**config.mk**
```make
export PLATFORM = sky130hd
export DESIGN_NAME = control_unit
export DESIGN_NICKNAME = d
export VERILOG_FILES = /design/src/rtl/control_unit_pkg.sv /design/src/rtl/control_unit_opcode_class_decode.sv /design/src/rtl/control_unit.sv
export SDC_FILE = /design/constraint.sdc
export NUM_CORES = 1
export LEC_CHECK = 0
export CAP_MARGIN = 20
export CORE_MARGIN = 2
export CORE_UTILIZATION = 30
export DETAILED_ROUTE_END_ITERATION = 10
export GPL_TIMING_DRIVEN = 0
export PLACE_DENSITY = 0.72
export SETUP_SLACK_MARGIN = 0.15
export SKIP_LAST_GASP = 1
export SYNTH_ARGS = -nofsm -noshare
export SYNTH_HDL_FRONTEND = slang
export SYNTH_SLANG_ARGS = --single-unit
```
**constraint.sdc**
```tcl
create_clock -name clk -period 2.8 [get_ports clk]
set_clock_uncertainty 0.05 [all_clocks]
set_input_delay 0.7 -clock clk [delete_from_list [all_inputs] [get_ports clk]]
set_output_delay 0.7 -clock clk [all_outputs]
set_load 0.01 [all_outputs]
```
**src/rtl/control_unit_pkg.sv**
```systemverilog
// Shared definitions for the hardwired sequencer: opcodes, step encodings, IR fields, strobe bundle.
// Pure declarations; no timing or flow control.
package control_unit_pkg;

  localparam int OPW   = 5;
  localparam int STEPW = 4;

  localparam int OP_HI = 31;
  localparam int OP_LO = 27;
  localparam int RA_HI = 26;
  localparam int RA_LO = 23;
  localparam int RB_HI = 22;
  localparam int RB_LO = 19;
  localparam int RC_HI = 18;
  localparam int RC_LO = 15;
  localparam int C_HI  = 18;
  localparam int C_LO  = 0;

  localparam logic [OPW-1:0] OP_LD   = 5'b00000;
  localparam logic [OPW-1:0] OP_LDI  = 5'b00001;
  localparam logic [OPW-1:0] OP_ST   = 5'b00010;
  localparam logic [OPW-1:0] OP_ADD  = 5'b00011;
  localparam logic [OPW-1:0] OP_SUB  = 5'b00100;
  localparam logic [OPW-1:0] OP_AND  = 5'b00101;
  localparam logic [OPW-1:0] OP_OR   = 5'b00110;
  localparam logic [OPW-1:0] OP_ROR  = 5'b00111;
  localparam logic [OPW-1:0] OP_ROL  = 5'b01000;
  localparam logic [OPW-1:0] OP_SHR  = 5'b01001;
  localparam logic [OPW-1:0] OP_SHRA = 5'b01010;
  localparam logic [OPW-1:0] OP_SHL  = 5'b01011;
  localparam logic [OPW-1:0] OP_ADDI = 5'b01100;
  localparam logic [OPW-1:0] OP_ANDI = 5'b01101;
  localparam logic [OPW-1:0] OP_ORI  = 5'b01110;
  localparam logic [OPW-1:0] OP_MUL  = 5'b01111;
  localparam logic [OPW-1:0] OP_DIV  = 5'b10000;
  localparam logic [OPW-1:0] OP_NEG  = 5'b10001;
  localparam logic [OPW-1:0] OP_NOT  = 5'b10010;
  localparam logic [OPW-1:0] OP_BR   = 5'b10011;
  localparam logic [OPW-1:0] OP_JR   = 5'b10100;
  localparam logic [OPW-1:0] OP_JAL  = 5'b10101;
  localparam logic [OPW-1:0] OP_IN   = 5'b10110;
  localparam logic [OPW-1:0] OP_OUT  = 5'b10111;
  localparam logic [OPW-1:0] OP_MFHI = 5'b11000;
  localparam logic [OPW-1:0] OP_MFLO = 5'b11001;
  localparam logic [OPW-1:0] OP_NOP  = 5'b11010;
  localparam logic [OPW-1:0] OP_HALT = 5'b11011;

  typedef enum logic [STEPW-1:0] {
    T0     = 4'd0,
    T1     = 4'd1,
    T2     = 4'd2,
    T3     = 4'd3,
    T4     = 4'd4,
    T5     = 4'd5,
    T6     = 4'd6,
    T7     = 4'd7,
    RST_S  = 4'd8,
    HALT_S = 4'd9
  } step_e;

  localparam int CL_ALU_R  = 0;
  localparam int CL_ALU_I  = 1;
  localparam int CL_MULDIV = 2;
  localparam int CL_UNARY  = 3;
  localparam int CL_LD     = 4;
  localparam int CL_LDI    = 5;
  localparam int CL_ST     = 6;
  localparam int CL_BR     = 7;
  localparam int CL_JR     = 8;
  localparam int CL_JAL    = 9;
  localparam int CL_IO     = 10;
  localparam int CL_MFX    = 11;
  localparam int CL_NOP    = 12;
  localparam int CL_HALT   = 13;
  localparam int NCLS      = 14;

  localparam int A_AND  = 0;
  localparam int A_OR   = 1;
  localparam int A_ADD  = 2;
  localparam int A_SUB  = 3;
  localparam int A_MUL  = 4;
  localparam int A_DIV  = 5;
  localparam int A_SHR  = 6;
  localparam int A_SHRA = 7;
  localparam int A_SHL  = 8;
  localparam int A_ROR  = 9;
  localparam int A_ROL  = 10;
  localparam int A_NEG  = 11;
  localparam int A_NOT  = 12;
  localparam int NALU   = 13;

  typedef struct packed {
    logic            run;
    logic            CON_RESET;
    logic            HIout;
    logic            LOout;
    logic            Zhighout;
    logic            Zlowout;
    logic            PCout;
    logic            MDRout;
    logic            INout;
    logic            Cout;
    logic            Gra;
    logic            Grb;
    logic            Grc;
    logic            Rin;
    logic            Rout;
    logic            BAout;
    logic            HIin;
    logic            LOin;
    logic            PCin;
    logic            IRin;
    logic            Zin;
    logic            Yin;
    logic            MARin;
    logic            MDRin;
    logic            CONin;
    logic            OUT_Portin;
    logic            Read;
    logic            Write;
    logic            IncPC;
    logic [NALU-1:0] alu;
  } ctl_t;

  // Final step of each instruction class; anything unrecognised ends at T2 like a nop.
  function automatic step_e last_step(input logic [NCLS-1:0] cls);
    step_e s;
    s = T2;
    if (cls[CL_JR] | cls[CL_IO] | cls[CL_MFX])          s = T3;
    if (cls[CL_UNARY] | cls[CL_JAL])                    s = T4;
    if (cls[CL_ALU_R] | cls[CL_ALU_I] | cls[CL_LDI])    s = T5;
    if (cls[CL_MULDIV] | cls[CL_BR])                    s = T6;
    if (cls[CL_LD] | cls[CL_ST])                        s = T7;
    return s;
  endfunction

endpackage

```
**src/rtl/control_unit_opcode_class_decode.sv**
```systemverilog
// Opcode -> one-hot instruction class and one-hot ALU operation; purely combinational.
// No flow control; undefined opcodes fall into the nop class.
module opcode_class_decode
  import control_unit_pkg::*;
(
  input  logic [OPW-1:0]  i_opcode,
  output logic [NCLS-1:0] o_cls,
  output logic [NALU-1:0] o_alu
);

  always_comb begin
    o_cls = '0;
    o_alu = '0;
    case (i_opcode)
      OP_ADD:  begin o_cls[CL_ALU_R]  = 1'b1; o_alu[A_ADD]  = 1'b1; end
      OP_SUB:  begin o_cls[CL_ALU_R]  = 1'b1; o_alu[A_SUB]  = 1'b1; end
      OP_AND:  begin o_cls[CL_ALU_R]  = 1'b1; o_alu[A_AND]  = 1'b1; end
      OP_OR:   begin o_cls[CL_ALU_R]  = 1'b1; o_alu[A_OR]   = 1'b1; end
      OP_ROR:  begin o_cls[CL_ALU_R]  = 1'b1; o_alu[A_ROR]  = 1'b1; end
      OP_ROL:  begin o_cls[CL_ALU_R]  = 1'b1; o_alu[A_ROL]  = 1'b1; end
      OP_SHR:  begin o_cls[CL_ALU_R]  = 1'b1; o_alu[A_SHR]  = 1'b1; end
      OP_SHRA: begin o_cls[CL_ALU_R]  = 1'b1; o_alu[A_SHRA] = 1'b1; end
      OP_SHL:  begin o_cls[CL_ALU_R]  = 1'b1; o_alu[A_SHL]  = 1'b1; end
      OP_ADDI: begin o_cls[CL_ALU_I]  = 1'b1; o_alu[A_ADD]  = 1'b1; end
      OP_ANDI: begin o_cls[CL_ALU_I]  = 1'b1; o_alu[A_AND]  = 1'b1; end
      OP_ORI:  begin o_cls[CL_ALU_I]  = 1'b1; o_alu[A_OR]   = 1'b1; end
      OP_MUL:  begin o_cls[CL_MULDIV] = 1'b1; o_alu[A_MUL]  = 1'b1; end
      OP_DIV:  begin o_cls[CL_MULDIV] = 1'b1; o_alu[A_DIV]  = 1'b1; end
      OP_NEG:  begin o_cls[CL_UNARY]  = 1'b1; o_alu[A_NEG]  = 1'b1; end
      OP_NOT:  begin o_cls[CL_UNARY]  = 1'b1; o_alu[A_NOT]  = 1'b1; end
      OP_LD:   o_cls[CL_LD]   = 1'b1;
      OP_LDI:  o_cls[CL_LDI]  = 1'b1;
      OP_ST:   o_cls[CL_ST]   = 1'b1;
      OP_BR:   o_cls[CL_BR]   = 1'b1;
      OP_JR:   o_cls[CL_JR]   = 1'b1;
      OP_JAL:  o_cls[CL_JAL]  = 1'b1;
      OP_IN:   o_cls[CL_IO]   = 1'b1;
      OP_OUT:  o_cls[CL_IO]   = 1'b1;
      OP_MFHI: o_cls[CL_MFX]  = 1'b1;
      OP_MFLO: o_cls[CL_MFX]  = 1'b1;
      OP_HALT: o_cls[CL_HALT] = 1'b1;
      default: o_cls[CL_NOP]  = 1'b1;
    endcase
  end

endmodule

```
**src/rtl/control_unit.sv**
```systemverilog
// Hardwired fetch/execute sequencer; strobes are a combinational decode of the step register and IR opcode.
// One step per clock, no backpressure; stop is honoured only at an instruction boundary.
module control_unit
  import control_unit_pkg::*;
(
  input  logic        clk,
  input  logic        reset,
  input  logic        stop,
  input  logic [31:0] IR,
  input  logic        CON_FF,
  output logic        run,
  output logic        CON_RESET,
  output logic        HIout,
  output logic        LOout,
  output logic        Zhighout,
  output logic        Zlowout,
  output logic        PCout,
  output logic        MDRout,
  output logic        INout,
  output logic        Cout,
  output logic        Gra,
  output logic        Grb,
  output logic        Grc,
  output logic        Rin,
  output logic        Rout,
  output logic        BAout,
  output logic        HIin,
  output logic        LOin,
  output logic        PCin,
  output logic        IRin,
  output logic        Zin,
  output logic        Yin,
  output logic        MARin,
  output logic        MDRin,
  output logic        CONin,
  output logic        OUT_Portin,
  output logic        Read,
  output logic        Write,
  output logic        IncPC,
  output logic        AND,
  output logic        OR,
  output logic        ADD,
  output logic        SUB,
  output logic        MUL,
  output logic        DIV,
  output logic        SHR,
  output logic        SHRA,
  output logic        SHL,
  output logic        ROR,
  output logic        ROL,
  output logic        NEG,
  output logic        NOT
);

  step_e           r_state;
  step_e           w_next;
  step_e           w_last;
  ctl_t            w_ctl;
  logic [OPW-1:0]  w_op;
  logic [NCLS-1:0] w_cls;
  logic [NALU-1:0] w_alu;
  logic            w_unused_ir;

  assign w_op        = IR[OP_HI:OP_LO];
  assign w_unused_ir = ^{IR[RA_HI:RA_LO], IR[RB_HI:RB_LO], IR[RC_HI:RC_LO], IR[C_HI:C_LO]};
  assign w_last      = last_step(w_cls);

  opcode_class_decode u_decode (
    .i_opcode (w_op),
    .o_cls    (w_cls),
    .o_alu    (w_alu)
  );

  always_ff @(posedge clk or posedge reset) begin
    if (reset) r_state <= RST_S;
    else       r_state <= w_next;
  end

  always_comb begin
    w_next = r_state;
    case (r_state)
      RST_S:          w_next = T0;
      HALT_S:         w_next = HALT_S;
      T0:             w_next = T1;
      T1:             w_next = T2;
      T2, T3, T4, T5, T6: w_next = step_e'(r_state + 4'd1);
      default:        w_next = T0;
    endcase
    // IR holds the new opcode during T2, so class-dependent exits are valid from T2 on.
    if (r_state == T2 && w_cls[CL_HALT]) begin
      w_next = HALT_S;
    end else if (r_state != T0 && r_state != T1 && r_state != RST_S &&
                 r_state != HALT_S && r_state == w_last) begin
      w_next = stop ? HALT_S : T0;
    end
  end

  always_comb begin
    w_ctl = '0;
    case (r_state)
      RST_S: w_ctl.CON_RESET = 1'b1;
      T0: begin
        w_ctl.run = 1'b1; w_ctl.PCout = 1'b1; w_ctl.MARin = 1'b1;
        w_ctl.IncPC = 1'b1; w_ctl.Zin = 1'b1;
      end
      T1: begin
        w_ctl.run = 1'b1; w_ctl.Zlowout = 1'b1; w_ctl.PCin = 1'b1;
        w_ctl.Read = 1'b1; w_ctl.MDRin = 1'b1;
      end
      T2: begin
        w_ctl.run = 1'b1; w_ctl.MDRout = 1'b1; w_ctl.IRin = 1'b1;
      end
      T3, T4, T5, T6, T7: begin
        w_ctl.run = 1'b1;
        if (w_cls[CL_ALU_R] | w_cls[CL_ALU_I]) begin
          case (r_state)
            T3: begin w_ctl.Grb = 1'b1; w_ctl.Rout = 1'b1; w_ctl.Yin = 1'b1; end
            T4: begin
              if (w_cls[CL_ALU_I]) w_ctl.Cout = 1'b1;
              else begin w_ctl.Grc = 1'b1; w_ctl.Rout = 1'b1; end
              w_ctl.alu = w_alu; w_ctl.Zin = 1'b1;
            end
            T5: begin w_ctl.Zlowout = 1'b1; w_ctl.Gra = 1'b1; w_ctl.Rin = 1'b1; end
            default: ;
          endcase
        end
        if (w_cls[CL_MULDIV]) begin
          case (r_state)
            T3: begin w_ctl.Gra = 1'b1; w_ctl.Rout = 1'b1; w_ctl.Yin = 1'b1; end
            T4: begin w_ctl.Grb = 1'b1; w_ctl.Rout = 1'b1; w_ctl.alu = w_alu; w_ctl.Zin = 1'b1; end
            T5: begin w_ctl.Zlowout = 1'b1; w_ctl.LOin = 1'b1; end
            T6: begin w_ctl.Zhighout = 1'b1; w_ctl.HIin = 1'b1; end
            default: ;
          endcase
        end
        if (w_cls[CL_UNARY]) begin
          case (r_state)
            T3: begin w_ctl.Grb = 1'b1; w_ctl.Rout = 1'b1; w_ctl.alu = w_alu; w_ctl.Zin = 1'b1; end
            T4: begin w_ctl.Zlowout = 1'b1; w_ctl.Gra = 1'b1; w_ctl.Rin = 1'b1; end
            default: ;
          endcase
        end
        // ld, ldi and st share the base+offset address computation in T3-T4.
        if (w_cls[CL_LD] | w_cls[CL_LDI] | w_cls[CL_ST]) begin
          case (r_state)
            T3: begin w_ctl.Grb = 1'b1; w_ctl.BAout = 1'b1; w_ctl.Yin = 1'b1; end
            T4: begin w_ctl.Cout = 1'b1; w_ctl.alu[A_ADD] = 1'b1; w_ctl.Zin = 1'b1; end
            T5: begin
              w_ctl.Zlowout = 1'b1;
              if (w_cls[CL_LDI]) begin w_ctl.Gra = 1'b1; w_ctl.Rin = 1'b1; end
              else               w_ctl.MARin = 1'b1;
            end
            T6: begin
              w_ctl.MDRin = 1'b1;
              if (w_cls[CL_ST]) begin w_ctl.Gra = 1'b1; w_ctl.Rout = 1'b1; end
              else              w_ctl.Read = 1'b1;
            end
            T7: begin
              if (w_cls[CL_ST]) w_ctl.Write = 1'b1;
              else begin w_ctl.MDRout = 1'b1; w_ctl.Gra = 1'b1; w_ctl.Rin = 1'b1; end
            end
            default: ;
          endcase
        end
        if (w_cls[CL_BR]) begin
          case (r_state)
            T3: begin w_ctl.Gra = 1'b1; w_ctl.Rout = 1'b1; w_ctl.CONin = 1'b1; end
            T4: begin w_ctl.PCout = 1'b1; w_ctl.Yin = 1'b1; end
            T5: begin w_ctl.Cout = 1'b1; w_ctl.alu[A_ADD] = 1'b1; w_ctl.Zin = 1'b1; end
            T6: begin w_ctl.Zlowout = CON_FF; w_ctl.PCin = CON_FF; end
            default: ;
          endcase
        end
        if (w_cls[CL_JR] && r_state == T3) begin
          w_ctl.Gra = 1'b1; w_ctl.Rout = 1'b1; w_ctl.PCin = 1'b1;
        end
        if (w_cls[CL_JAL]) begin
          case (r_state)
            T3: begin w_ctl.PCout = 1'b1; w_ctl.Grb = 1'b1; w_ctl.Rin = 1'b1; end
            T4: begin w_ctl.Gra = 1'b1; w_ctl.Rout = 1'b1; w_ctl.PCin = 1'b1; end
            default: ;
          endcase
        end
        if (w_cls[CL_IO] && r_state == T3) begin
          w_ctl.Gra = 1'b1;
          if (w_op == OP_IN) begin w_ctl.INout = 1'b1; w_ctl.Rin = 1'b1; end
          else begin w_ctl.Rout = 1'b1; w_ctl.OUT_Portin = 1'b1; end
        end
        if (w_cls[CL_MFX] && r_state == T3) begin
          w_ctl.HIout = (w_op == OP_MFHI);
          w_ctl.LOout = (w_op == OP_MFLO);
          w_ctl.Gra   = 1'b1;
          w_ctl.Rin   = 1'b1;
        end
      end
      default: ;
    endcase
  end

  assign run        = w_ctl.run;
  assign CON_RESET  = w_ctl.CON_RESET;
  assign HIout      = w_ctl.HIout;
  assign LOout      = w_ctl.LOout;
  assign Zhighout   = w_ctl.Zhighout;
  assign Zlowout    = w_ctl.Zlowout;
  assign PCout      = w_ctl.PCout;
  assign MDRout     = w_ctl.MDRout;
  assign INout      = w_ctl.INout;
  assign Cout       = w_ctl.Cout;
  assign Gra        = w_ctl.Gra;
  assign Grb        = w_ctl.Grb;
  assign Grc        = w_ctl.Grc;
  assign Rin        = w_ctl.Rin;
  assign Rout       = w_ctl.Rout;
  assign BAout      = w_ctl.BAout;
  assign HIin       = w_ctl.HIin;
  assign LOin       = w_ctl.LOin;
  assign PCin       = w_ctl.PCin;
  assign IRin       = w_ctl.IRin;
  assign Zin        = w_ctl.Zin;
  assign Yin        = w_ctl.Yin;
  assign MARin      = w_ctl.MARin;
  assign MDRin      = w_ctl.MDRin;
  assign CONin      = w_ctl.CONin;
  assign OUT_Portin = w_ctl.OUT_Portin;
  assign Read       = w_ctl.Read;
  assign Write      = w_ctl.Write;
  assign IncPC      = w_ctl.IncPC;
  assign AND        = w_ctl.alu[A_AND];
  assign OR         = w_ctl.alu[A_OR];
  assign ADD        = w_ctl.alu[A_ADD];
  assign SUB        = w_ctl.alu[A_SUB];
  assign MUL        = w_ctl.alu[A_MUL];
  assign DIV        = w_ctl.alu[A_DIV];
  assign SHR        = w_ctl.alu[A_SHR];
  assign SHRA       = w_ctl.alu[A_SHRA];
  assign SHL        = w_ctl.alu[A_SHL];
  assign ROR        = w_ctl.alu[A_ROR];
  assign ROL        = w_ctl.alu[A_ROL];
  assign NEG        = w_ctl.alu[A_NEG];
  assign NOT        = w_ctl.alu[A_NOT];

endmodule

```
==> results of run 1 <==
[metal layers]
| metal | up-vias | part of all wire [%] | track usage [%] |
|---|---|---|---|
| met5 | - | 0 | 0 |
| met4 | 0 | 3.7 | 11.8 |
| met1 | 969 | 39 | 27.3 |
| li1 | 950 | - | - |
| met2 | 128 | 49 | 34.6 |
| met3 | 26 | 7.6 | 3.05 |
[cell families (layout without fill, tap and decap cells)]
family	Yosys count	count (layout)	share of synthesized area [%]
buf+inv	26	120	9.14
simple gates	120	120	46.8
mux	4	4	3.08
fa+ha+maj	4	4	3.85
xor+xnor	1	1	0.674
compound gates	54	54	28.7
flops	4	4	7.80
[layout make-up]
| class | count | area [um2] |
|---|---|---|
| tap | 50 | 62.6 |
| fill | 350 | 1550 |
| buffer | 20 | 231 |
| inverter | 6 | 27.5 |
| sequential | 4 | 105 |
| multi-input combinational | 183 | 1300 |
| clock buffer | 4 | 45.0 |
| timing repair buffer | 90 | 769 |
[what timing repair did]
| item | 4_1_cts | 5_1_grt |
|---|---|---|
| gates resized for setup | 131 | 98 |
| setup buffers | 27 | 15 |
| pin swaps | 10 | 18 |
| cloned | 0 | 1 |
| setup endpoints to repair | 44 | 35 |
[metrics by stage]
stage	instance area [um2]	instances	setup WS [ns]	util (%)	setup TNS (ns)
floorplan	1310	213	0.147	-	0
global placement	1850	310	-1.08	45.2	-26.27
detailed placement	1850	310	-1.05	45.2	-26.09
CTS	2250	341	-0.0839	55.1	-0.294
global route	2540	357	-0.142	62.2	-0.261
finish	2540	357	-0.108	62.2	-0.108
[report_power, final]
group          internal [mW]  switching, mW  leakage (nW)
clock                 0.0973         0.0309        0.0228
combinational          0.641          0.688          1.15
sequential            0.0900         0.0413        0.0444
total                  0.829          0.760          1.22
[cell usage in the layout (no fill, tap or decap), types with 3 or more instances in the layout]
cell,n
buf_4,42
nor2_1,33
nand2_1,20
buf_2,13
buf_6,11
dlymetal6s2s_1,10
a21oi_1,9
nand2b_1,8
dlygate4sd2_1,8
clkbuf_2,7
nor2_2,6
o21ai_0,6
clkdlybuf4s50_1,6
clkbuf_8,5
buf_8,5
a31oi_1,5
nand3_1,5
o21ai_1,5
nand3_2,4
inv_1,4
mux2i_1,4
buf_12,3
nor2b_2,3
nand2_2,3
nor2b_1,3
nor3_1,3
nand3b_1,3
nand4_1,3
o22ai_4,3
a211oi_1,3
dfrtp_2,3
[path summary, 6_finish.rpt]
path / from / endpoint / slack (ns) / cells after the start
worst max-delay path: IR[29] / Gra / -0.11 / 9
worst min-delay path: reset / r_state[2] / 0.61 / 2
worst max register to register: r_state[1] / r_state[0] / 0.79 / 10
worst min register to register: r_state[0] / r_state[0] / 0.73 / 3
max in group asynchronous: reset / r_state[3] / 1.86 / 2
min in group clk: r_state[0] / r_state[0] / 0.73 / 3
==> out/metrics.yaml, run 1 <==
status:
  status: "finished, violations left"
  violations: "negative setup slack"
critical_path:
  path_buf_inv: 4
  start_kind: "input port"
  cp_data_required_time_ns: 2.05
  crit_fanout: 6
  slowest_stage: "or4_4"
  end_kind: "output port"
  cp_common_cell: "o22ai_4"
  critical_path_class: "input port to output port"
  path_delay_family: "simple AND/OR/NAND/NOR gates"
  slowest_delay_ns: 0.52
  cp.arrival_ns: 2.16
  crit_chain: "buf_12 > buf_8 > nand4_1 > buf_4 > o22ai_4 > nor2_4 > o22ai_4 > or4_4 > buf_6"
die:
  std_cell_rows: 23
  initial_utilization_pct: 31.8
  die_w_um: 69.8
  fp.dieArea_um2: 4880
  die_y_um: 69.8
  core_um2: 4090
  pin_count: 78
logic_synthesis:
  synth_top_cell_area_share_pct: 11.8
  synthTopCellsByCount: "nor2_1 (41), nand2_1 (25), o21ai_0 (12)"
  yosys_warnings: 0
  async_reset_ff_share_pct: 100
  synth_seq_area_share_pct: 7.80
  yosysTopAreaCell: "nor2_1"
  synthesis.nets: 253
  ys_top_cells_by_area: "nor2_1 (12%), nand2_1 (7.2%), dfrtp_1 (5.8%)"
  synthFlopType: "dfrtp_1"
  yosysUniqueCellTypes: 53
  syn_area_per_cell_um2: 6.10
  ys_seq_elements: 4
  synth_most_common_cell: "nor2_1"
  syn_inst: 213
  synth-edff-count: 0
  syn_area_um2: 1300
cts:
  ctsRootBufferMaster: "clkbuf_8"
  insertion_delay_ns: 0.22
  ctsHoldBuffers: 0
  cts.clk_slew.worst_paths_ns: 0.03
  cts_buffers: 3
  cts_tree: "yes"
  clock_sinks: 4
  htree_levels: 1
  clk_path_buf_depth: 2
global_routing:
  grt_pass1_wl_um: 8600
  grt_max_degree: 11
  grt_pass1_vias: 1790
  globalRouteTotalUtil_pct: 21.4
  grt-ovfl-total: 0
  antenna_found_initial: 0
sta:
  setup_viol: 1
  hold_viol: 0
  worst_slew_pin_slew_ns: 0.406
  timing.slew.headroom_pct: 72.7
  post-route-period-util_pct: 104
  rsz0062_at_grt: "yes"
  layout_setup_ws_ns: -0.108
  fmax_ghz: 0.344
  report.final.slew_viol_count: 0
  hold_slack_ns: 0.614
  fin_crit_ns: 2.91
power_and_ir_drop:
  power_mw: 1.59
  p_leak_nw: 1.22
  max-vdd-ir-drop_mv: 0.495
  powerDensity_nw_per_um2: 625
layout:
  num_antenna_cells: 0
  largest_reg_flops: 4
  syn2layout_area_growth_pct: 95.4
  top_regs: "r_state x4"
  nets: 348
  top_register: "r_state"
  drive_above_1_share_pct: 45.6
place:
  place.gp.congestion: 0.931
  hpwlAfterDp_um: 3610
  port_buffers: 47
hold_path:
  hp-class: "input port to async pin"
drt:
  ant_nets: 0
  initialDrtViolationCount: 192
  wl_per_cell_um: 17.0
  drc: 0
  vias: 2073
  first_pass_iters: 4
  routed_via_density: 5.81
  drt_wl_total_um: 6060
job:
  max_cap_violations: 0
Power figures use the tool's default switching activity.
==> inputs of run 2 (changes only) <==
--- a/config.mk
+++ b/config.mk
@@ -6,7 +6,7 @@
 export NUM_CORES = 1
 export LEC_CHECK = 0
 export CAP_MARGIN = 20
-export CORE_MARGIN = 2
+export CORE_MARGIN = 8
 export CORE_UTILIZATION = 30
 export DETAILED_ROUTE_END_ITERATION = 10
 export GPL_TIMING_DRIVEN = 0
==> run 2 against run 1 <==
Effect of this change:
- the flow still finishes with violations (negative setup slack)
- setup slack better by 0.027 ns
- utilization is 4.3 points lower
- count of clock-buffer cells in the layout stayed put
- clock power hardly changed
- via count is 0.58% lower
- fmax is 0.92% higher
- die area is 37% higher
- global-route usage is 4.5 points lower
- critical endpoint unchanged
==> out/metrics.yaml, run 2 (synthesis results as in run 1) <==
layout:
  num_antenna_cells: 0  # unchanged
  instances_no_fill: 356  # -0.28%
  nets: 345  # -0.86%
  multi_input_area_um2: 1320  # +1.6%
  final_cell_mix: "buf_4 (39), nor2_1 (35), nand2_1 (18)"
  largest_reg_flops: 4  # unchanged
  regArea_um2: 104  # -1.2%
  top_regs: "r_state x4"
  syn2layout_area_growth_pct: 89.7
  fillers: 386  # +10%
  drive_above_1_share_pct: 45.7  # +0.12 points
  top_register: "r_state"
  layout_commonest_cell: "buf_4"
  post-route-util_pct: 57.8  # -4.3 points
sta:
  layout_setup_ws_ns: -0.0811  # +0.0265 ns
  rsz0062_at_grt: "yes"
  post-route-period-util_pct: 103  # -0.95 points
  report.final.slew_viol_count: 0  # unchanged
  tns_ns: -0.248  # -0.140 ns
  fmax_ghz: 0.347  # +0.92%
  setup_viol: 5  # +4
  timing.slew.headroom_pct: 72.7  # about the same
  fin_crit_ns: 2.88  # -0.0265 ns
  worst_slew_pin_slew_ns: 0.406  # +0.000684 ns
  hold_viol: 0  # unchanged
critical_path:
  end_kind: "output port"
  cp_common_cell: "buf_6"
  start_kind: "flop"
  crit_fanout: 5  # -1
  critical_path_class: "flop to output port"
  slowest_delay_ns: 0.52  # about the same
  slowest_stage: "or4_4"
  cp.arrival_ns: 2.13  # -0.03 ns
  crit_chain: "inv_4 > ha_4 > buf_8 > and3b_2 > buf_6 > nand2_4 > o22ai_4 > or4_4 > buf_6"
  cp_data_required_time_ns: 2.05  # about the same
power_and_ir_drop:
  p_leak_nw: 1.12  # -8.0%
  power_mw: 1.58  # -0.56%
  max-vdd-ir-drop_mv: 0.432  # -13%
  powerDensity_nw_per_um2: 641  # +2.4%
cts:
  clock_sinks: 4  # unchanged
  clk_path_buf_depth: 2  # unchanged
  insertion_delay_ns: 0.22  # about the same
  cts_tree: "yes"
  htree_levels: 1  # unchanged
  cts_buffers: 3  # unchanged
  cts.clk_slew.worst_paths_ns: 0.03  # about the same
  ctsHoldBuffers: 0  # unchanged
  ctsRootBufferMaster: "clkbuf_8"
die:
  pin_count: 78  # unchanged
  die_y_um: 81.8  # +17%
  fp.dieArea_um2: 6700  # +37%
  core_um2: 4260  # +4.3%
  std_cell_rows: 24  # +4.3%
  initial_utilization_pct: 30.5  # -1.3 points
  die_w_um: 81.8  # +17%
status:
  violations: "negative setup slack"
  status: "finished, violations left"
global_routing:
  globalRouteTotalUtil_pct: 17.0  # -4.5 points
  grt_pass1_wl_um: 9090  # +5.7%
  grt_pass1_vias: 1914  # +6.9%
  met2_usage_pct: 29.8  # -4.8 points
  grt-ovfl-total: 0  # unchanged
  grt_max_degree: 11  # unchanged
  met1_usage_pct: 19.9  # -7.4 points
  antenna_found_initial: 0  # unchanged
  grt_use_met3_pct: 2.41  # -0.65 points
  top_usage_layer: "met2"
place:
  place.gp.congestion: 0.929  # -0.25%
  hpwlAfterDp_um: 3850  # +6.8%
  port_buffers: 47  # unchanged
  dp.cells: 312  # +0.65%
drt:
  drc: 0  # unchanged
  initialDrtViolationCount: 242  # +26%
  routed_via_density: 5.79  # -0.30%
  ant_nets: 0  # unchanged
  wl_per_cell_um: 17.9  # +5.7%
  first_pass_iters: 5  # +1
  drt_wl_total_um: 6390  # +5.4%
  vias: 2061  # -0.58%
job:
  max_cap_violations: 0  # unchanged
hold_path:
  hp-class: "input port to async pin"
run 2: cell count changes in the layout (fill, tap and decap cells not counted), moves of 3 or more:
cell             delta
dlymetal6s2s_1      -7
dlygate4sd2_1       +4
clkdlybuf4s50_1     +3
clkbuf_2            +3
buf_4               -3
run 2: final cells by class:
| type | count | share of cell area (%) |
|---|---|---|
| Multi-Input combinational cell | 183 | 53.5 |
| Inverter | 6 | 1.12 |
| Timing Repair Buffer | 87 | 28.6 |
| Tap cell | 52 | 2.64 |
| Buffer | 20 | 8.12 |
| Sequential cell | 4 | 4.21 |
| Clock buffer | 4 | 1.83 |
run 2: power breakdown:
group          leakage, nW  internal [mW]  total, mW  switching [mW]
clock               0.0228         0.0975      0.131          0.0336
combinational         1.06          0.623       1.32           0.693
sequential          0.0460         0.0888      0.132          0.0435
run 2: worst paths after layout:
kind	slack, ns	end	start	cells after the start
hold reg to reg	0.78	r_state[1]	r_state[0]	4
setup reg to reg	0.86	r_state[0]	r_state[1]	9
setup / recovery	-0.08	Gra	r_state[1]	9
hold / removal	0.61	r_state[0]	reset	2
min in group clk	0.78	r_state[1]	r_state[0]	4
max in group asynchronous	1.87	r_state[3]	reset	2
run 2: layer usage:
metal  part of all wire [%]  vias up
met4                    4.1        0
met5                      0        -
met1                     38      973
met3                    7.3       30
met2                     50      117
li1                       -      941
run 2: through the flow:
| stage | hold slack, ns | cell area, um2 | setup WS (ns) |
|---|---|---|---|
| finish | 0.608 | 2470 | -0.0811 |
| detailed placement | 0.790 | 1850 | -1.07 |
| CTS | 0.607 | 2250 | -0.0891 |
| global placement | 0.761 | 1850 | -1.08 |
| global route | 0.633 | 2470 | -0.132 |
| floorplan | 0.415 | 1310 | 0.147 |
run 2: what timing repair did:
action | CTS | global route
buffers inserted | 28 | 12
cloned | 0 | 0
endpoints found under the setup margin | 42 | 32
resized for setup | 143 | 71
pin swaps | 13 | 16
run 2: worst max-delay path, delay by kind of cell, from the launching register on:
family	cells	cell delay, ns
compound gates	1	0.08
fa+ha+maj	1	0.16
buf+inv	4	0.44
flops	1	0.41
simple gates	3	0.83
